`src/rtl/l2_port_arbiter.sv`:
```
// ----------------------------------------------------------------------------
// l2_port_arbiter
//
// Shares the single L1-side port of the L2 cache between the I-side L1
// (port 0) and the D-side L1 (port 1). One request is granted at a time. Its
// address, write data and operation are latched and held stable toward L2
// until L2 answers or the watchdog gives up. The L2 read data and hit flag are
// returned only to the granted port, as a one-cycle ready pulse.
//
// Configuration macro: L2_ARB_RR_EN
//   defined   : round-robin tie break (the port that was not granted last wins)
//   undefined : fixed priority, port 1 (D-side) wins every tie
//
// Parameters
//   DATA_WIDTH      data bus width on all ports
//   ADDR_WIDTH      address bus width on all ports
//   TIMEOUT_CYCLES  ISSUE cycles to wait for l2_ready before aborting (0 = off)
//
// Ports
//   clk, rst_n                  clock, synchronous active-low reset
//   rN_addr/rN_data_in          requester N address / write data
//   rN_read/rN_write            requester N level request, held until rN_ready
//   rN_data_out/rN_hit/rN_ready requester N response, valid with rN_ready pulse
//   l2_addr/l2_data_out         address / write data toward L2
//   l2_read/l2_write            operation strobes toward L2
//   l2_data_in/l2_hit/l2_ready  response from L2
//   arb_timeout                 one-cycle pulse when the watchdog aborts
//
// Timing: a request sampled in IDLE at edge N raises the L2 strobe after
// edge N+1; l2_ready sampled at edge M raises rN_ready after edge M+1.
// ----------------------------------------------------------------------------
module l2_port_arbiter #(
    parameter int DATA_WIDTH     = 32,
    parameter int ADDR_WIDTH     = 32,
    parameter int TIMEOUT_CYCLES = 255
) (
    input  logic                  clk,
    input  logic                  rst_n,
    input  logic [ADDR_WIDTH-1:0] r0_addr,
    input  logic [DATA_WIDTH-1:0] r0_data_in,
    input  logic                  r0_read,
    input  logic                  r0_write,
    output logic [DATA_WIDTH-1:0] r0_data_out,
    output logic                  r0_ready,
    output logic                  r0_hit,
    input  logic [ADDR_WIDTH-1:0] r1_addr,
    input  logic [DATA_WIDTH-1:0] r1_data_in,
    input  logic                  r1_read,
    input  logic                  r1_write,
    output logic [DATA_WIDTH-1:0] r1_data_out,
    output logic                  r1_ready,
    output logic                  r1_hit,
    output logic [ADDR_WIDTH-1:0] l2_addr,
    output logic [DATA_WIDTH-1:0] l2_data_out,
    output logic                  l2_read,
    output logic                  l2_write,
    input  logic [DATA_WIDTH-1:0] l2_data_in,
    input  logic                  l2_ready,
    input  logic                  l2_hit,
    output logic                  arb_timeout
);

    localparam int              CNT_W      = (TIMEOUT_CYCLES > 0) ? $clog2(TIMEOUT_CYCLES + 1) : 1;
    localparam logic [CNT_W-1:0] WDOG_LIMIT = CNT_W'(TIMEOUT_CYCLES);
    localparam logic [CNT_W-1:0] WDOG_ONE   = CNT_W'(1);
    localparam logic            WDOG_EN    = (TIMEOUT_CYCLES != 0);

    typedef enum logic [1:0] {
        ST_IDLE  = 2'd0,
        ST_ISSUE = 2'd1,
        ST_RESP  = 2'd2
    } state_t;

    state_t r_state;
    state_t w_state_nxt;

    // Grant registers: snapshot of the winning request, held for the whole transaction
    logic                  r_gnt_port;
    logic [ADDR_WIDTH-1:0] r_gnt_addr;
    logic [DATA_WIDTH-1:0] r_gnt_data;
    logic                  r_gnt_write;
    logic                  r_last_grant;
    logic [CNT_W-1:0]      r_wdog;
    logic [DATA_WIDTH-1:0] r_cap_data;
    logic                  r_cap_hit;

    // Registered outputs
    logic [ADDR_WIDTH-1:0] r_l2_addr;
    logic [DATA_WIDTH-1:0] r_l2_data_out;
    logic                  r_l2_read;
    logic                  r_l2_write;
    logic                  r_arb_timeout;
    logic [DATA_WIDTH-1:0] r_r0_data_out;
    logic                  r_r0_ready;
    logic                  r_r0_hit;
    logic [DATA_WIDTH-1:0] r_r1_data_out;
    logic                  r_r1_ready;
    logic                  r_r1_hit;

    // Combinational arbitration / handshake terms
    logic                  w_req0;
    logic                  w_req1;
    logic                  w_any_req;
    logic                  w_tie_port;
    logic                  w_win_port;
    logic [ADDR_WIDTH-1:0] w_win_addr;
    logic [DATA_WIDTH-1:0] w_win_data;
    logic                  w_win_write;
    logic                  w_in_issue;
    logic                  w_l2_ack;
    logic                  w_wdog_exp;
    logic                  w_issue_exit;

`ifdef L2_ARB_RR_EN
    // Round-robin: on a tie the port that was not served last goes first.
    assign w_tie_port = ~r_last_grant;
`else
    // Fixed priority: the D-side port always wins a tie. The grant history is
    // still kept but has no influence on the result here.
    assign w_tie_port = r_last_grant | 1'b1;
`endif

    // Request qualification and winner selection.
    always_comb begin
        // A port whose ready pulse is on the wire right now is still holding its
        // request for this one cycle; it must not be granted a second time.
        w_req0    = (r0_read | r0_write) & ~r_r0_ready;
        w_req1    = (r1_read | r1_write) & ~r_r1_ready;
        w_any_req = w_req0 | w_req1;

        if (w_req0 && w_req1) begin
            w_win_port = w_tie_port;
        end else if (w_req1) begin
            w_win_port = 1'b1;
        end else begin
            w_win_port = 1'b0;
        end

        // read and write together on one port resolve to a write
        if (w_win_port) begin
            w_win_addr  = r1_addr;
            w_win_data  = r1_data_in;
            w_win_write = r1_write;
        end else begin
            w_win_addr  = r0_addr;
            w_win_data  = r0_data_in;
            w_win_write = r0_write;
        end
    end

    // ISSUE exit conditions: L2 answer (only once the strobe is visible) or watchdog.
    always_comb begin
        w_in_issue   = (r_state == ST_ISSUE);
        w_l2_ack     = w_in_issue && (r_l2_read || r_l2_write) && l2_ready;
        w_wdog_exp   = WDOG_EN && w_in_issue && !w_l2_ack && (r_wdog == WDOG_LIMIT);
        w_issue_exit = w_l2_ack || w_wdog_exp;
    end

    // Next-state logic for IDLE -> ISSUE -> RESP -> IDLE.
    always_comb begin
        w_state_nxt = r_state;
        case (r_state)
            ST_IDLE: begin
                if (w_any_req) begin
                    w_state_nxt = ST_ISSUE;
                end else begin
                    w_state_nxt = ST_IDLE;
                end
            end
            ST_ISSUE: begin
                if (w_issue_exit) begin
                    w_state_nxt = ST_RESP;
                end else begin
                    w_state_nxt = ST_ISSUE;
                end
            end
            ST_RESP: begin
                w_state_nxt = ST_IDLE;
            end
            default: begin
                w_state_nxt = ST_IDLE;
            end
        endcase
    end

    // State register.
    always_ff @(posedge clk) begin
        if (!rst_n) begin
            r_state <= ST_IDLE;
        end else begin
            r_state <= w_state_nxt;
        end
    end

    // Grant latch, watchdog counter, response capture and grant history.
    always_ff @(posedge clk) begin
        if (!rst_n) begin
            r_gnt_port   <= 1'b0;
            r_gnt_addr   <= '0;
            r_gnt_data   <= '0;
            r_gnt_write  <= 1'b0;
            r_last_grant <= 1'b1;
            r_wdog       <= '0;
            r_cap_data   <= '0;
            r_cap_hit    <= 1'b0;
        end else begin
            if ((r_state == ST_IDLE) && w_any_req) begin
                r_gnt_port  <= w_win_port;
                r_gnt_addr  <= w_win_addr;
                r_gnt_data  <= w_win_data;
                r_gnt_write <= w_win_write;
                r_wdog      <= '0;
            end else if (w_in_issue && !w_issue_exit) begin
                r_wdog <= r_wdog + WDOG_ONE;
            end else begin
                r_wdog <= r_wdog;
            end

            // An aborted transaction returns zero data and a miss.
            if (w_l2_ack) begin
                r_cap_data <= l2_data_in;
                r_cap_hit  <= l2_hit;
            end else if (w_wdog_exp) begin
                r_cap_data <= '0;
                r_cap_hit  <= 1'b0;
            end else begin
                r_cap_data <= r_cap_data;
                r_cap_hit  <= r_cap_hit;
            end

            if (r_state == ST_RESP) begin
                r_last_grant <= r_gnt_port;
            end else begin
                r_last_grant <= r_last_grant;
            end
        end
    end

    // Registered outputs: L2 strobes during ISSUE, requester response during RESP.
    always_ff @(posedge clk) begin
        if (!rst_n) begin
            r_l2_addr     <= '0;
            r_l2_data_out <= '0;
            r_l2_read     <= 1'b0;
            r_l2_write    <= 1'b0;
            r_arb_timeout <= 1'b0;
            r_r0_data_out <= '0;
            r_r0_ready    <= 1'b0;
            r_r0_hit      <= 1'b0;
            r_r1_data_out <= '0;
            r_r1_ready    <= 1'b0;
            r_r1_hit      <= 1'b0;
        end else begin
            if (w_in_issue && !w_issue_exit) begin
                r_l2_addr     <= r_gnt_addr;
                r_l2_data_out <= r_gnt_data;
                r_l2_read     <= ~r_gnt_write;
                r_l2_write    <= r_gnt_write;
            end else begin
                r_l2_addr     <= '0;
                r_l2_data_out <= '0;
                r_l2_read     <= 1'b0;
                r_l2_write    <= 1'b0;
            end

            r_arb_timeout <= w_wdog_exp;

            if ((r_state == ST_RESP) && !r_gnt_port) begin
                r_r0_ready    <= 1'b1;
                r_r0_data_out <= r_cap_data;
                r_r0_hit      <= r_cap_hit;
            end else begin
                r_r0_ready    <= 1'b0;
                r_r0_data_out <= '0;
                r_r0_hit      <= 1'b0;
            end

            if ((r_state == ST_RESP) && r_gnt_port) begin
                r_r1_ready    <= 1'b1;
                r_r1_data_out <= r_cap_data;
                r_r1_hit      <= r_cap_hit;
            end else begin
                r_r1_ready    <= 1'b0;
                r_r1_data_out <= '0;
                r_r1_hit      <= 1'b0;
            end
        end
    end

    assign l2_addr     = r_l2_addr;
    assign l2_data_out = r_l2_data_out;
    assign l2_read     = r_l2_read;
    assign l2_write    = r_l2_write;
    assign arb_timeout = r_arb_timeout;
    assign r0_data_out = r_r0_data_out;
    assign r0_ready    = r_r0_ready;
    assign r0_hit      = r_r0_hit;
    assign r1_data_out = r_r1_data_out;
    assign r1_ready    = r_r1_ready;
    assign r1_hit      = r_r1_hit;

endmodule

```
`config.mk`:
```
export PLATFORM = sky130hd
export DESIGN_NAME = l2_port_arbiter
export DESIGN_NICKNAME = d
export VERILOG_FILES = /design/src/rtl/l2_port_arbiter.sv
export SDC_FILE = /design/constraint.sdc
export NUM_CORES = 1
export LEC_CHECK = 0
export CAP_MARGIN = 25
export CORE_ASPECT_RATIO = 0.9
export CORE_MARGIN = 1.5
export CORE_UTILIZATION = 39
export CTS_CLUSTER_DIAMETER = 40
export DETAILED_ROUTE_END_ITERATION = 10
export HOLD_SLACK_MARGIN = 0.06
export PLACE_DENSITY = 0.75
export SLEW_MARGIN = 20
export SYNTH_ARGS = -nofsm -noshare
export SYNTH_HDL_FRONTEND = slang
export SYNTH_SLANG_ARGS = --single-unit
```
`constraint.sdc`:
```
create_clock -name clk -period 1.6 [get_ports clk]
set_input_delay 0.32 -clock clk [delete_from_list [all_inputs] [get_ports clk]]
set_output_delay 0.32 -clock clk [all_outputs]
set_load 0.05 [all_outputs]
```
---- Word level (Yosys, flattened, before mapping) ----
Cells that the tools add are included.
Widths: inputs -> output; s select.
storage, ports and cells
  register bits after elaboration ......... 244
  output and inout port bits .............. 135
cells by class
  add/sub/neg operators ................... 1
  equal/unequal tests ..................... 3
  multiplexer cells ....................... 14
  bitwise operators ....................... 9
  reductions and logical operators ........ 20
operators by type and width
  kind                 count
  $mux 32              4
  $logic_and 1x1->1    9
  $add 8x1->8 const B  1
  $eq 8x8->1 const B   1
  $mux 1               8
  $reduce_and 2->1     3
  $not 1->1            4
  $pmux 2 s2           1
  $logic_not 1->1      3
  $or 1x1->1           3
  $and 1x1->1          2
  $eq 2x1->1 const B   1
  $eq 2x2->1 const B   1
  $logic_not 2->1      1
  $logic_or 1x1->1     2
  $mux 2               1
  $reduce_bool 2->1    1
  $reduce_or 2->1      1

---- Longest topological paths before layout ----
Gate-level depths: netlist of run 1.
  word-level depth ........................ 10
  depth in mapped cells ................... 7
  mapped depth without buffers ............ 5

---- Worst setup path before layout of run 1 ----
Ideal clock, no wire load.
  kind .................................... flip-flop to flip-flop
  from .................................... register r_l2_write, in the netlist l2_write
  to ...................................... register r_l2_addr[0], in the netlist l2_addr[0]
  data arrival time ....................... 1.749 ns
  data required time ...................... 1.485 ns
  path slack .............................. -0.264 ns
  cell stages (with the launch flop) ...... 7
  buffers on the path ..................... 2
  period minus slack after synthesis ...... 1.864 ns
  path through ............................ dfxtp_1 > o21ai_0 > nor2_1 > nor3_1 > buf_2 > buf_6 > and2_1
on the way
  cells in the longest elaborated chain, start to end .. 10
RTL lines
  item                                RTL line  source
  start: declaration                  91        logic r_l2_write;
  start signal: assignment            258       r_l2_write <= r_gnt_write;
  $logic_or 1x1->1 (*)                154       w_l2_ack = w_in_issue && (r_l2_read || r_l2_write) && l2_ready;
  $logic_and 1x1->1 (*) (2 in a row)  154
  $logic_not 1->1                     155       w_wdog_exp = WDOG_EN && w_in_issue && !w_l2_ack && (r_wdog == WDOG_LIMIT);
  $logic_and 1x1->1 (2 in a row)      155
  $logic_or 1x1->1 (*)                156       w_issue_exit = w_l2_ack || w_wdog_exp;
  $logic_not 1->1 (*)                 254       if (w_in_issue && !w_issue_exit) begin
  $logic_and 1x1->1 (*)               254
  $reduce_and 2->1 (no line) (*)      n/a
  end signal: assignment              255       r_l2_addr <= r_gnt_addr;
  end: declaration                    88        logic [ADDR_WIDTH-1:0] r_l2_addr;
Every way passes the cells marked *; elsewhere a longest branch is shown, timed or not.
A chain may end at the register's enable or synchronous reset.

---- Worst setup path after layout of run 1 ----
  from .................................... register r_l2_read, in the netlist l2_read
  to ...................................... register r_cap_data[10]
on the way
  cells in the longest elaborated chain, start to end .. 7
RTL lines
  item                                RTL line  source
  start: declaration                  90        logic r_l2_read;
  start signal: assignment            257       r_l2_read <= ~r_gnt_write;
  $logic_or 1x1->1 (*)                154
  $logic_and 1x1->1 (*) (2 in a row)  154
  $logic_not 1->1                     155
  $logic_and 1x1->1 (2 in a row)      155
  $reduce_bool 2->1 (no line)         n/a
  end signal: assignment              221       r_cap_data <= l2_data_in;
  end signal: assignment              227       r_cap_data <= r_cap_data;
  end: declaration                    84        logic [DATA_WIDTH-1:0] r_cap_data;
Marks and branches as above.

==> flow_summary.yaml, run 1 <==
die:
  fp.dieH_um: 138
  die_area_um2: 21000
  start_util_pct: 39.5
  die_width_um: 152
  core.rowCount: 49
  ios: 303
  core_um2: 19900
final_layout:
  drive_gt1_share_pct: 25.7
  area_growth_syn_to_layout_pct: 58.1
  final_cell_mix: "dfxtp_1, clkdlybuf4s50_1, buf_4"
  diodes: 0
  utilization_pct: 62.4
  fin_nets: 1143
  stdcell_count: 1253
  final_common_cell: "dfxtp_1"
synth:
  synth.distinct_cells: 35
  yosys_warnings: 0
  ys_ff_latch: 244
  netlist_area_um2: 7840
  synth.area.top_cells: "dfxtp_1, and2_1, mux2i_1, o2bb2ai_1, a22o_1"
  seq_area_frac_synth_pct: 62.3
  synth_top_area_share_pct: 62.3
  yosysTopAreaCell: "dfxtp_1"
  syn_inst: 646
  synth_nets: 815
  avgSynthCellArea_um2: 12.1
timing:
  max_slew.worst_pin.slew_ns: 0.339
  worst_slack_ns: 0.0164
  finClkSkew_ns: 0.0169
  layout_min_cycle_time_ns: 1.58
  period_share_pct: 99.0
  fmax_mhz: 631
  final_hold_viol_count: 0
  rsz0062_at_grt: "yes"
  setup_viol: 0
  max-slew-margin-rel_pct: 77.2
  final-max-slew-violation-count: 0
setup_path:
  critPathLaunchType: "flop"
  critPathMaxFanout: 14
  r2r_end: "r_cap_data[10]$_SDFFE_PN0P_"
  critPathRequiredTime_ns: 1.97
  path_class: "reg -> reg"
  r2r_slack_ns: 0.02
  worstReg2RegStart: "l2_read$_SDFF_PN0_"
  crit_start: "l2_read$_SDFF_PN0_"
  cp.arrival_ns: 1.95
  r2r_cells: 6
  end_kind: "flop"
drt:
  vias: 5940
  dr.pass1.iters: 4
  drt_iter0_drc: 166
  wire_per_inst_um: 16.0
  via_per_inst: 4.74
  wl_um: 20000
  drc_errors: 0
  final_antenna_net_count: 0
global_route:
  grt_pass1_wl_um: 31100
  grt_max_degree: 67
  grtUsageTotal_pct: 18.6
  antenna_found_initial: 0
  grt_pass1_vias: 5905
  grt-ovfl-total: 0
power:
  seqPwrFrac_pct: 41.0
  p_clk_share_pct: 48.1
  p_switching_uw: 3920
  p_leak_uw: 0.00520
  combinationalPowerShare_pct: 10.9
  internal_power_uw: 12200
  cellPowerDensity_nw_per_um2: 1300
  ir_worst_vdd_v: 0.000949
  netSwitchingFraction_pct: 24.3
place:
  gp_congestion: 0.811
  placedCellCount: 1192
  pre_cts_slack_ns: -0.342
  hpwl_um: 13800
  io_buffers: 302
clock_network:
  htreeDepth: 2
  clk_path_buf_depth: 3
  numCtsBuffers: 35
  cts_root_buffer: "clkbuf_16"
  clk_pin_slew_worst_paths_ns: 0.06
  cts_tree: "built"
  cts.sinks: 244
  clk-insertion-delay-late_ns: 0.49
  post_cts_buffers: 0
run:
  max_cap_violations: 0
worst_hold_path:
  hold_depth: 2
  worstHoldEndpoint: "r_cap_data[22]$_SDFFE_PN0P_"
  holdCritStartpoint: "l2_data_in[22]"
  hp-class: "in -> reg"
status:
  status: "complete, no violations"
worst max-delay path, stage by stage, from the launching register on:
cell     delay (ns)
dfxtp_4        0.34
o21a_4         0.22
nor4_4         0.28
buf_4          0.20
nor3b_4        0.07
buf_12         0.17
a22o_1         0.18
worst max path at each step:
stage	to	slack (ns)
2_1_floorplan	l2_addr[0]$_SDFF_PN0_	-0.04
3_3_place_gp	r_wdog[4]$_SDFFE_PP0N_	-0.31
3_5_place_dp	r_wdog[4]$_SDFFE_PP0N_	-0.34
4_1_cts	r_wdog[3]$_SDFFE_PP0N_	-0.02
5_1_grt	r_cap_data[27]$_SDFFE_PN0P_	-0.05
6_report	r_cap_data[10]$_SDFFE_PN0P_	0.02
Yosys cell counts, drive strengths merged:
cell and count:
clkbuf 26, buf 18, a211oi 1, or4 3, a22o 33, and2 133
nor3 1, or3 4, o21ai 5, or3b 1, and3 2, o2bb2ai 66
nand3b 1, nand2b 1, a211o 1, o21a 1, nor3b 1, nor2b 1
o211a 1, nand3 4, nor2 6, nor4 2, ha 1, nand4b 1
a21oi 7, and2b 1, o21bai 2, o31ai 3, dfxtp 244, nand2 8
nand4 1, mux2i 66
layer usage:
layer,wire (um),up-vias,GRT usage [%]
li1,-,2928,-
met1,8420,2740,22.3
met2,9340,240,30.6
met3,1890,32,7.08
met4,394,0,6.62
met5,0,-,0
per-stage QoR:
stage	cell area (um2)	TNS [ns]	power, uW	hold slack (ns)
after detailed placement	11100	-66.13	8460	0.439
after global routing	12400	-2.31	16700	0.412
final	12400	0	16100	0.422
after CTS	12300	-0.0569	16300	0.399
after floorplan	7910	-3.82	7600	0.395
after global placement	11100	-64.17	8430	0.437
layout make-up:
type                            count  area (um2)
Sequential cell                   244        4900
Fill cell                        1567        7460
Clock inverter                     22         299
Timing Repair Buffer              335        3130
Tap cell                          255         319
Multi-Input combinational cell    358        2830
Clock buffer                       39         911
power groups by stage:
stage	registers, uW	clock network, uW	logic [uW]
finish	6590	7740	1750
global route	6630	8210	1870
CTS	6580	7910	1770
detailed placement	6700	0	1760
global placement	6700	0	1730
floorplan	6960	0	640
cell families (layout without fill, tap and decap cells):
kind of cell	count (synthesis)	after routing	share of synthesized area, %
AO/OA/AOI/OAI	120	120	12.7
adder cells (fa/ha/maj)	1	1	0.160
buffers and inverters	44	396	2.78
flip-flops	244	244	62.3
multiplexers	66	66	8.43
AND/OR/NAND/NOR	171	171	13.6
sequential cells by signal (all words and copies together) (netlist names), 2 cells and up:
signal	flops
l2_addr	32
l2_data_out	32
r0_data_out	32
r1_data_out	32
r_cap_data	32
r_gnt_addr	32
r_gnt_data	32
r_wdog	8
r_state	2
timing repair:
item / 4_1_cts / 5_1_grt
hold buffers: 0 / 0
pin swaps: 1 / 0
resized for setup: 2 / 16
setup endpoints to repair: 37 / 104
(Power assumes the default switching activity.)
==> run 2: changes to the inputs <==
CAP_MARGIN = 10   (was 25)
==> results of run 2 <==
Final layout, timing and power as in run 1 (identical DEF).
==> run 3: changes to the inputs <==
HOLD_SLACK_MARGIN = 0.05   (was 0.06)
==> results of run 3 <==
Final layout, timing and power as in run 1 (identical DEF).
==> patch: new RTL, config.mk and constraints of run 1 <==
Reset style: asynchronous (`rst_n`), changed in 3 clocked blocks. Comments in the files are not updated.
--- a/src/rtl/l2_port_arbiter.sv
+++ b/src/rtl/l2_port_arbiter.sv
@@ -184,7 +184,7 @@
     end
 
     // State register.
-    always_ff @(posedge clk) begin
+    always_ff @(posedge clk or negedge rst_n) begin
         if (!rst_n) begin
             r_state <= ST_IDLE;
         end else begin
@@ -193,7 +193,7 @@
     end
 
     // Grant latch, watchdog counter, response capture and grant history.
-    always_ff @(posedge clk) begin
+    always_ff @(posedge clk or negedge rst_n) begin
         if (!rst_n) begin
             r_gnt_port   <= 1'b0;
             r_gnt_addr   <= '0;
@@ -237,7 +237,7 @@
     end
 
     // Registered outputs: L2 strobes during ISSUE, requester response during RESP.
-    always_ff @(posedge clk) begin
+    always_ff @(posedge clk or negedge rst_n) begin
         if (!rst_n) begin
             r_l2_addr     <= '0;
             r_l2_data_out <= '0;
Function: differs if rst_n is asserted again (counterexample within 4 cycles, from zero or initial values and one cycle with rst_n low); with rst_n held inactive, the same outputs for 4 cycles.
==> patch against run 1 <==
  * Global-route usage up 0.37 points
  * Sequential cell count unchanged
  * Die area up 16%
  * Worst hold slack worse by 0.10 ns
  * Area after synthesis up 16%
  * Worst setup slack better by 0.027 ns
  * Cell area up 12%
  * Routed wire length up 16%
  * Via count up 12%
  * Non-clock buffer count up 24
  * Count of clock-buffer cells in the layout up 4
  * Critical path type unchanged
  * Largest cell class unchanged
  * Highest routed layer unchanged
Power is not compared: it rests on default switching activity, and its combinational part moved more than twofold at a synthesized area within 25%.
==> patch: results (changes against run 1) <==
status: "finished clean"
nClkBuffers: 43  # +10%
grtUsageTotal: 0.190  # +0.00373
nNetsFinal: 1226  # +7.3%
period_share: 0.973  # -0.0172
post-place-ws_ns: -0.346  # -0.00350 ns
skew_ns: 0.0166  # -0.000294 ns
buffers_excl_clock: 359  # +7.2%
cp.arrival_ns: 1.92  # -0.03 ns
dpl_cell_area_mm2: 0.0125  # +12%
ys_seq_area_frac: 0.669  # +0.0465
inverters: 7  # +7
crit_path_start: "r_wdog[0]"
nonClkBufAreaFrac: 0.240  # -0.0123
dp.cells: 1312  # +10%
routedWlPerCell_um: 16.8  # +5.0%
synth_area_leaders: "dfrtp_1 67%, mux2i_1 7.2%, and2_1 4.5%"
drive_gt1_frac: 0.254  # -0.00259
vias: 6648  # +12%
max_slew_margin: 0.701  # -0.0712
holdBufCountCts: 1  # +1
multi_input_area_share: 0.198  # -0.0304
ys_async_sr_fraction: 1.00  # +1.00
regToRegSetupSlack_ns: 0.04  # +0.03 ns
multi_input_area_mm2: 0.00276  # -2.6%
ctsResizeCount: 1  # -1
syn_nets: 877  # +7.6%
clk_share: 0.0941  # -0.00346
ys_dominant_reg_cell: "dfrtp_1"
use_met1: 0.248  # +0.0247
gp_congestion: 0.775  # -4.5%
crit_end: "r_cap_data[16]"
regArea_mm2: 0.00611  # +25%
drt-initial-drc-count: 340  # +100%
patch: cells by family (layout without fill, tap and decap cells):
kind of cell,after synthesis,in the layout,share of synthesized area
fa+ha+maj,1,1,0.00137
flops,244,244,0.669
simple gates,225,225,0.137
compound gates,117,118,0.0845
buf+inv,55,429,0.0354
mux,66,66,0.0724
patch: layer usage:
metal	share of wire	vias up
li1	-	3140
met5	0	-
met2	0.50	216
met3	0.071	33
met1	0.41	3259
met4	0.016	0
patch: critical path, cell delays in order (launching register included):
cell and delay (ns):
dfrtp_1 0.35, ha_1 0.20, nand3_2 0.13, nor2_4 0.21
o21ai_4 0.11, buf_12 0.18, a22o_1 0.24
patch: report_power, final:
group / total (W) / switching, W / internal (W)
Combinational: 0.0103 / 0.00639 / 0.00394
Clock: 0.00844 / 0.00284 / 0.00560
Sequential: 0.00932 / 0.000983 / 0.00834
